[config.mk]
export PLATFORM = sky130hd
export DESIGN_NAME = mc_burst_addr_gen_flat
export DESIGN_NICKNAME = d
export VERILOG_FILES = /design/src/rtl/mc_burst_addr_gen_if.sv /design/src/rtl/mc_burst_addr_gen.sv /design/src/flat_wrapper.sv
export SDC_FILE = /design/constraint.sdc
export NUM_CORES = 1
export LEC_CHECK = 0
export CORE_ASPECT_RATIO = 0.75
export CORE_UTILIZATION = 33
export DETAILED_ROUTE_END_ITERATION = 16
export SYNTH_ARGS = -nofsm -noshare
export SYNTH_HDL_FRONTEND = slang
export SYNTH_SLANG_ARGS = --single-unit
[constraint.sdc]
create_clock -name clk -period 3.99 [get_ports clk]
set_input_delay 1.197 -clock clk [delete_from_list [all_inputs] [get_ports clk]]
set_output_delay 1.197 -clock clk [all_outputs]
set_load 0.005 [all_outputs]
[src/rtl/mc_burst_addr_gen_if.sv]
// Handshake and control bundle for the burst address generator.
// The master side requests bursts and accepts beats; the slave side is the generator.
interface mc_burst_addr_gen_if #(
  parameter int AW = 24
);
  logic          start;
  logic [AW-1:0] start_addr;
  logic [2:0]    bl_code;
  logic          wrap_mode;
  logic          stop;
  logic [AW-1:0] addr_out;
  logic          addr_vld;
  logic          addr_rdy;
  logic          last;
  logic          busy;
  logic          done;

  modport master (
    output start, start_addr, bl_code, wrap_mode, stop, addr_rdy,
    input  addr_out, addr_vld, last, busy, done
  );

  modport slave (
    input  start, start_addr, bl_code, wrap_mode, stop, addr_rdy,
    output addr_out, addr_vld, last, busy, done
  );
endinterface

[src/rtl/mc_burst_addr_gen.sv]
// Burst address generator: captures a start address and SDRAM burst code,
// then presents one address per beat over a valid/ready handshake.
// Linear, wrapped and full-page bursts share one incrementer: a per-burst
// mask selects which address bits take part in the +1, the rest hold.
module mc_burst_addr_gen #(
  parameter int AW   = 24,
  parameter int COLW = 8
) (
  input  logic               clk,
  input  logic               rst,
  mc_burst_addr_gen_if.slave bus
);

  typedef enum logic {IDLE, RUN} state_t;

  localparam logic [AW-1:0] PAGE_MASK  = AW'((1 << COLW) - 1);
  localparam logic [COLW:0] PAGE_BEATS = {1'b1, {COLW{1'b0}}};

  state_t        state_q, state_d;
  logic [AW-1:0] addr_q, addr_d;
  logic [AW-1:0] mask_q, mask_d;
  logic [COLW:0] cnt_q, cnt_d;
  logic          vld_q, vld_d;
  logic          last_q, last_d;
  logic          done_q, done_d;
  logic          busy_q, busy_d;

  logic [COLW:0] beats;
  logic [AW-1:0] beat_mask;
  logic [AW-1:0] next_addr;
  logic          xfer;

  assign xfer = vld_q & bus.addr_rdy;

  // Masked increment: bits inside mask_q count, bits outside stay put.
  assign next_addr = (addr_q & ~mask_q) | ((addr_q + AW'(1)) & mask_q);

  // Decode burst code into beat count and increment mask.
  always_comb begin
    beats     = (COLW+1)'(1);
    beat_mask = '0;
    case (bus.bl_code)
      3'd1: begin beats = (COLW+1)'(2); beat_mask = AW'(1); end
      3'd2: begin beats = (COLW+1)'(4); beat_mask = AW'(3); end
      3'd3: begin beats = (COLW+1)'(8); beat_mask = AW'(7); end
      3'd7: begin beats = PAGE_BEATS;   beat_mask = PAGE_MASK; end
      default: begin beats = (COLW+1)'(1); beat_mask = '0; end
    endcase
    // Linear bursts carry across the whole address; full page always wraps.
    if (!bus.wrap_mode && bus.bl_code != 3'd7) beat_mask = '1;
  end

  // Next-state logic for the IDLE/RUN controller and its registered outputs.
  always_comb begin
    state_d = state_q;
    addr_d  = addr_q;
    mask_d  = mask_q;
    cnt_d   = cnt_q;
    vld_d   = vld_q;
    last_d  = last_q;
    done_d  = 1'b0;
    case (state_q)
      IDLE: begin
        if (bus.start) begin
          state_d = RUN;
          addr_d  = bus.start_addr;
          mask_d  = beat_mask;
          cnt_d   = beats;
          vld_d   = 1'b1;
          last_d  = (beats == (COLW+1)'(1));
        end
      end
      RUN: begin
        // Stop wins over a normal advance; a coincident xfer still counts.
        if (bus.stop || (xfer && cnt_q == (COLW+1)'(1))) begin
          state_d = IDLE;
          vld_d   = 1'b0;
          last_d  = 1'b0;
          done_d  = 1'b1;
          cnt_d   = '0;
        end else if (xfer) begin
          addr_d = next_addr;
          cnt_d  = cnt_q - (COLW+1)'(1);
          last_d = (cnt_q == (COLW+1)'(2));
        end
      end
      default: state_d = IDLE;
    endcase
    busy_d = (state_d == RUN);
  end

  // State and output registers, cleared immediately by rst.
  always_ff @(posedge clk or posedge rst) begin
    if (rst) begin
      state_q <= IDLE;
      addr_q  <= '0;
      mask_q  <= '0;
      cnt_q   <= '0;
      vld_q   <= 1'b0;
      last_q  <= 1'b0;
      done_q  <= 1'b0;
      busy_q  <= 1'b0;
    end else begin
      state_q <= state_d;
      addr_q  <= addr_d;
      mask_q  <= mask_d;
      cnt_q   <= cnt_d;
      vld_q   <= vld_d;
      last_q  <= last_d;
      done_q  <= done_d;
      busy_q  <= busy_d;
    end
  end

  assign bus.addr_out = addr_q;
  assign bus.addr_vld = vld_q;
  assign bus.last     = last_q;
  assign bus.busy     = busy_q;
  assign bus.done     = done_q;

endmodule

[src/flat_wrapper.sv]
// flat-port wrapper written by rule: the top's interface ports become plain ports
module mc_burst_addr_gen_flat 
#(
  parameter int AW   = 24,
  parameter int COLW = 8
)
  (clk, rst, bus_start, bus_start_addr, bus_bl_code, bus_wrap_mode, bus_stop, bus_addr_rdy, bus_addr_out, bus_addr_vld, bus_last, bus_busy, bus_done);
  mc_burst_addr_gen_if #(.AW(AW)) bus_i ();
  input  logic clk;
  input  logic rst;
  input wire logic [$bits(bus_i.start)-1:0] bus_start;
  input wire logic [$bits(bus_i.start_addr)-1:0] bus_start_addr;
  input wire logic [$bits(bus_i.bl_code)-1:0] bus_bl_code;
  input wire logic [$bits(bus_i.wrap_mode)-1:0] bus_wrap_mode;
  input wire logic [$bits(bus_i.stop)-1:0] bus_stop;
  input wire logic [$bits(bus_i.addr_rdy)-1:0] bus_addr_rdy;
  output wire logic [$bits(bus_i.addr_out)-1:0] bus_addr_out;
  output wire logic [$bits(bus_i.addr_vld)-1:0] bus_addr_vld;
  output wire logic [$bits(bus_i.last)-1:0] bus_last;
  output wire logic [$bits(bus_i.busy)-1:0] bus_busy;
  output wire logic [$bits(bus_i.done)-1:0] bus_done;
  assign bus_i.start = bus_start;
  assign bus_i.start_addr = bus_start_addr;
  assign bus_i.bl_code = bus_bl_code;
  assign bus_i.wrap_mode = bus_wrap_mode;
  assign bus_i.stop = bus_stop;
  assign bus_i.addr_rdy = bus_addr_rdy;
  assign bus_addr_out = bus_i.addr_out;
  assign bus_addr_vld = bus_i.addr_vld;
  assign bus_last = bus_i.last;
  assign bus_busy = bus_i.busy;
  assign bus_done = bus_i.done;
  mc_burst_addr_gen #(.AW(AW), .COLW(COLW)) u_core (.clk(clk), .rst(rst), .bus(bus_i));
endmodule
==> summary.md, run 1 <==
| Metric | Value |
|---|---|
| DRC Markers | 0 |
| Hold-fix buffers, CTS | 0 |
| Fin. Hold Viols | 0 |
| Total Routed Length | 7370 um |
| Synth Register Bits | 42 |
| Synth cell count leaders | 42 x dfrtp_1, 35 x nand2_1, 25 x nor2_1 |
| Most common cell in the netlist | dfrtp_1 |
| Final setup vio count | 0 |
| Core Region | between 7000 and 8000 um2 |
| Clock root buffer master | clkbuf_8 |
| GRT Residual Overflow | 0 |
| Combinational power share | between 40% and 50% |
| Die Span X | around 100 um |
| R2r worst-path depth | 5 |
| Gpl congestion | a little over 0.8 |
| WL met3 | roughly 320 um |
| Total die area | between 8000 and 9000 um2 |
| Synth warnings | 0 |
| Buf/Inv on CP | 1 |
| Hold path endpoint | u_core.bus.last |
| Outcome | finished clean |
| R2R setup slack | between 1 and 1.5 ns |
| Max cap viols | 0 |
| Max-slew violations | 0 |
| Max incr delay on CP | 1.01 ns |
| Largest net degree at the start of global routing | 43 |
| CP required | 2.79 ns |
| Sequential area share after synthesis | between 40% and 50% |
| Unrepaired setup endpoints after global routing | false |
| Overall Power | 2.09 mW |
| Cell count after synthesis | between 200 and 300 |
| Synth top area share | 41.2% |
| Rows | 27 |
| CP Class | reg2out |
| Vias/cell | between 5 and 6 |
| Initial DRC count | 191 |
| Fraction of registers with async set/reset | 100% |
| Post-Synthesis Mean Instance Area | between 8 and 9 um2 |
| Clk_lat worst skew | ~0.3 ns |
| CP arrival | between 1.5 and 2 ns |
| Mapped cell area | 2550 um2 |
| Hold Crit Depth | 1 |
| DRT antenna net count | 0 |
| Synth Net Count | ~330 |
| Initial antenna violation count | 0 |
| HP Start | u_core.bus.last |
| Wirelength per Cell | 16.3 um |
| CTS tree | yes |
| Num CTS Buffers | 5 |
| Share of layout cells above drive strength 1 | approximately 6% |
| Lkg Pwr | ~1.3 nW |
| Initial Util | between 30% and 40% |
| Post_cts resized | 0 |
| NetSw | just under 0.9 mW |
| Power per cell area | approximately 620 nW/um2 |
| H-tree depth | 2 |
| Setup TNS | 0 ns |
| Crit-path slowest cell | dfrtp_1 |
| First-pass GRT wire length | about 12,000 um |
| CTS Sinks | 42 |
| Final Net Count | slightly below 400 |
| Distinct cells, synth | 56 |
| Clk slew on worst S/H paths | around 0.080 ns |
| Slew headroom | ~33% |
| Crit. End Element | primary output |
| Met2 WL | 3040 um |
| Post-CTS Repair Setup Buffers | 0 |
| Ant diodes | 0 |
| I/O Buffers | 60 |
| Tcrit/Tclk final | approximately 79% |
| Vias | ~2,500 |
| Top sig layer | met4 |
| Post-synth top area cell | dfrtp_1 |
| Vias in the first global route | roughly 2,300 |
| Post-DP HPWL | 5230 um |
| Slew @ Worst Pin | 1.01 ns |
| Worst Path Max Fanout | 28 |
| Startpoint class of the critical path | flop |
| GRT Total Usage | about a fifth |
| Peak supply drop | 0.322 mV |
| Die Height | 78.2 um |
| Met1 WL | between 3000 and 4000 um |
| Clock network power share | 12.9% |
| Worst R2R Start | u_core.state_q |
| Largest cells by area after synthesis | dfrtp_1 41%, nand2_1 5.1%, a21oi_1 3.7% |
| Flop pwr share | between 40% and 50% |
| # IOs | a little over 60 |
| Max Freq | about 0.32 GHz |
| P&R area growth vs syn | 30.8% |
| Maximum clock path buffer count | 2 |
| Top Family by Delay on Critical Path | flip-flops |
| Switching Share | between 40% and 50% |
| Post-layout min period | around 3.2 ns |
| Internal Pwr Total | between 1 and 1.5 mW |
| Post-synth EDFFs | 0 |
| DR pass1 iterations | 5 |
| Cells along the critical path | clkdlybuf4s50_1 |
| Clock skew | ~0.0023 ns |
| Worst hold path type | reg2reg |
| Main flop type after synthesis | dfrtp_1 |
==> per-stage QoR <==
step	instances	instance area [um2]	utilization (%)	setup slack, ns	hold slack, ns
after global placement	444	3260	44.1	0.762	0.500
after CTS	451	3340	45.1	0.835	0.520
after global routing	451	3340	45.1	0.740	0.533
after floorplan	292	2550	-	1.51	0.487
after detailed placement	444	3260	44.1	0.690	0.501
final	451	3340	45.1	0.826	0.513
==> worst max path at each step <==
stage	slack, ns	cells after the start	end	start
after floorplan	1.51	5	flop	bus_addr_rdy
after global placement	0.76	6	flop	bus_start
after detailed placement	0.69	6	flop	bus_start
after CTS	0.84	1	bus_busy	u_core.state_q
after global routing	0.74	1	bus_busy	u_core.state_q
final	0.83	1	bus_busy	u_core.state_q
==> layer usage <==
layer / track usage [%] / up-vias
met3: 3.32 / 7
met4: 5.07 / 0
met5: 0 / -
met1: 28.0 / 1209
met2: 27.1 / 76
li1: - / 1216
==> area by class of cell <==
class	instances	area, um2
tap	101	126
fill	726	4060
inverter	5	18.8
multi-input combinational	230	1420
sequential	42	1050
timing repair buffer	66	646
clock buffer	7	76.3
==> cells by family (layout without fill, tap and decap cells) <==
| group | Yosys count | in the layout | synth area share [%] |
|---|---|---|---|
| adders and majority gates | 5 | 5 | 2.35 |
| buffers and inverters | 20 | 78 | 3.23 |
| xor gates and xnor gates | 5 | 5 | 1.72 |
| and+or+nand+nor | 125 | 125 | 27.1 |
| DFF | 42 | 42 | 41.2 |
| AOI/OAI and AO/OA | 95 | 95 | 24.4 |
==> power groups by stage <==
stage                     logic (mW)  clock network [mW]  registers, mW
after detailed placement       0.937                   0          0.879
after global routing            1.04               0.297          0.915
after global placement         0.920                   0          0.878
after floorplan                0.546                   0          0.798
after CTS                      0.940               0.280          0.875
final                          0.936               0.269          0.880
==> layout by cell type (no fill, tap or decap), drive strengths merged, types with 2 or more instances in the layout <==
master,instances
clkdlybuf4s50,60
dfrtp,42
nand2,35
o21ai,33
nor2,26
a21oi,19
nand3,16
nor3,8
nand4,8
a31oi,7
clkbuf,7
nor4,7
buf,6
a22oi,5
inv,5
and3,4
o22ai,4
a32oi,4
ha,4
nor4b,4
nand2b,3
o211ai,3
nand4b,3
xor2,3
and4,2
a21boi,2
o22a,2
a22o,2
and2,2
or4,2
o2bb2ai,2
o32ai,2
xnor2,2
a2111oi,2
(Power assumes the default switching activity.)
==> inputs of run 2 (changes only) <==
==> constraint.sdc (replaced) <==
create_clock -name clk -period 2.8 [get_ports clk]
set_input_delay 0.84 -clock clk [delete_from_list [all_inputs] [get_ports clk]]
set_output_delay 0.84 -clock clk [all_outputs]
set_load 0.005 [all_outputs]
==> summary.md, run 2 (same netlist as run 1, synthesis figures left out) <==
| Metric | Value |
|---|---|
| H-tree depth | 2 (unchanged) |
| Clock network power share | 16.3% (was 12.9%) |
| GRT Total Usage | 19.4% (was 18.7%) |
| Top Family by Delay on Critical Path | compound AO/OA/AOI/OAI gates (was flip-flops) |
| Register Area | 1050 um2 (unchanged) |
| Setup TNS | 0 ns (unchanged) |
| Ant diodes | 0 (unchanged) |
| Vias in the first global route | 2,430 (was 2,298) |
| Worst hold path type | reg2reg (unchanged) |
| Peak supply drop | 0.331 mV (was 0.322 mV) |
| Finished Layout Cells | 457 (was 451) |
| Max-slew violations | 0 (unchanged) |
| Max incr delay on CP | 0.51 ns (was 1.01 ns) |
| CP required | 2.98 ns (was 2.79 ns) |
| Combinational power share | 44.4% (was 44.9%) |
| Crit. End Element | flop (was primary output) |
| Share of layout cells above drive strength 1 | 8.15% (was 6.00%) |
| Final setup vio count | 0 (unchanged) |
| Total die area | 8090 um2 (unchanged) |
| Post-DP HPWL | 5480 um (was 5230 um) |
| # IOs | 61 (unchanged) |
| Slew @ Worst Pin | 0.904 ns (was 1.01 ns) |
| Wirelength per Cell | 16.5 um (was 16.3 um) |
| Unrepaired setup endpoints after global routing | false (unchanged) |
| Die Span X | 104 um (unchanged) |
| Tcrit/Tclk final | between 90 and 100% |
| Clk slew on worst S/H paths | 0.09 ns (was 0.08 ns) |
| CTS Sinks | 42 (unchanged) |
| Buf/Inv on CP | 1 (unchanged) |
| Hold-fix buffers, CTS | 0 (unchanged) |
| Clock root buffer master | clkbuf_8 (unchanged) |
| Clock skew | 0.00912 ns (was 0.00229 ns) |
| Vias | 2,542 (was 2,508) |
| Largest net degree at the start of global routing | 43 (unchanged) |
| DR pass1 iterations | 4 (was 5) |
| Vias/cell | 5.56 (about the same) |
| Num CTS Buffers | 5 (unchanged) |
| Die Height | 78.2 um (unchanged) |
| CP arrival | 2.72 ns (was 1.97 ns) |
| Multi-input logic area | 1420 um2 (unchanged) |
| Initial antenna violation count | 0 (unchanged) |
| Post-layout min period | approximately 2.5 ns |
| Initial Util | 34.5% (unchanged) |
| Crit-path slowest cell | clkdlybuf4s50_1 (was dfrtp_1) |
| GRT Residual Overflow | 0 (unchanged) |
| Slew headroom | 39.5% (was 33.0%) |
| Switching Share | 40.1% (was 41.8%) |
| CTS tree | yes (unchanged) |
| Post_cts resized | 0 (unchanged) |
| Maximum clock path buffer count | 2 (unchanged) |
| Internal Pwr Total | 1.86 mW (was 1.21 mW) |
| Worst Path Max Fanout | 14 (was 28) |
| DRC Markers | 0 (unchanged) |
| Lkg Pwr | 1.34 nW (was 1.29 nW) |
| Total Routed Length | 7520 um (was 7370 um) |
| Cells along the critical path | clkdlybuf4s50_1 > nand2_1 > a2111oi_2 > nor2_1 > o21ai_0 > o211ai_1 (was clkdlybuf4s50_1) |
| Startpoint class of the critical path | input pin (was flop) |
| Most common cell after layout, fill and taps aside | clkdlybuf4s50_1 (unchanged) |
| Post-CTS Repair Setup Buffers | 0 (unchanged) |
| Fin. Hold Viols | 0 (unchanged) |
| Initial DRC count | 136 (was 191) |
| I/O Buffers | 60 (unchanged) |
| Core Region | 7400 um2 (unchanged) |
| Max Freq | 0.394 GHz |
| Power per cell area | 910 nW/um2 (was 624 nW/um2) |
| Clk_lat worst skew | 0.30 ns (about the same) |
| Final Net Count | 393 (was 387) |
| Outcome | finished clean (unchanged) |
| R2R setup slack | 0.38 ns (was 1.24 ns) |
| Max cap viols | 0 (unchanged) |
| P&R area growth vs syn | 34.0% (was 30.8%) |
| Flop pwr share | 39.4% (was 42.2%) |
| Fill cells | 711 (was 726) |
| Commonest cells after routing, fill and taps aside | 60 x clkdlybuf4s50_1, 42 x dfrtp_1, 35 x nand2_1, 25 x nor2_1 (unchanged) |
| DRT antenna net count | 0 (unchanged) |
| CP Class | in2reg (was reg2out) |
| Gpl congestion | 0.812 (was 0.809) |
| First-pass GRT wire length | 12,500 um (was 12,000 um) |
| Rows | 27 (unchanged) |
| NetSw | 1.25 mW (was 0.871 mW) |
| Dpl cells | 450 (was 444) |
[run 2: cell types whose count changed in the layout (fill, tap and decap cells not counted), sizes merged]
| cell | delta |
|---|---|
| clkbuf | -1 |
| buf | +6 |
| bufinv | +1 |
[run 2: path summary, 6_finish.rpt]
path                            startpoint               end  cells after the start
setup / recovery              bus_addr_rdy              flop                      6
hold / removal             u_core.bus.last   u_core.bus.last                      1
setup reg to reg           u_core.cnt_q[4]              flop                      5
hold reg to reg            u_core.bus.last   u_core.bus.last                      1
max in group asynchronous              rst  u_core.mask_q[7]                      3
min in group asynchronous              rst         async pin                      3
[run 2: cell type report]
class | instances | share of cell area (%)
clock inverter | 1 | 0.878
sequential | 42 | 30.7
clock buffer | 6 | 2.41
inverter | 5 | 0.549
timing repair buffer | 72 | 20.2
tap | 101 | 3.69
multi-input combinational | 230 | 41.6
[run 2: routing by layer]
metal | GRT usage, % | vias to the layer above | share of wire (%)
met3 | 3.99 | 7 | 5.1
met4 | 5.22 | 0 | 0.93
met1 | 28.3 | 1228 | 51
met5 | 0 | - | 0
met2 | 28.8 | 72 | 42
li1 | - | 1235 | -
[run 2: power by group through the flow]
stage	registers, mW	logic, mW	clock network [mW]
floorplan	1.14	0.778	0
global placement	1.22	1.36	0
global route	1.28	1.54	0.535
detailed placement	1.23	1.38	0
finish	1.23	1.38	0.506
CTS	1.22	1.39	0.512
[run 2: worst register-to-register path, cell delays in order, from the launching register on]
cell and delay, ns:
dfrtp_1 0.48, nor4_4 0.56, a2111oi_2 0.20, nor2_1 0.73, o21ai_0 0.23, o211ai_1 0.14
[run 2: through the flow]
stage          util, %  power, mW  cell area (um2)  setup slack, ns  hold WS [ns]
5_1_grt           46.2       3.36             3420            0.163         0.555
6_report          46.2       3.11             3420            0.262         0.522
3_3_place_gp      44.7       2.58             3310            0.113         0.504
2_1_floorplan        -       1.92             2550            0.676         0.487
4_1_cts           46.2       3.12             3420            0.258         0.525
3_5_place_dp      44.7       2.61             3310         0.000248         0.507
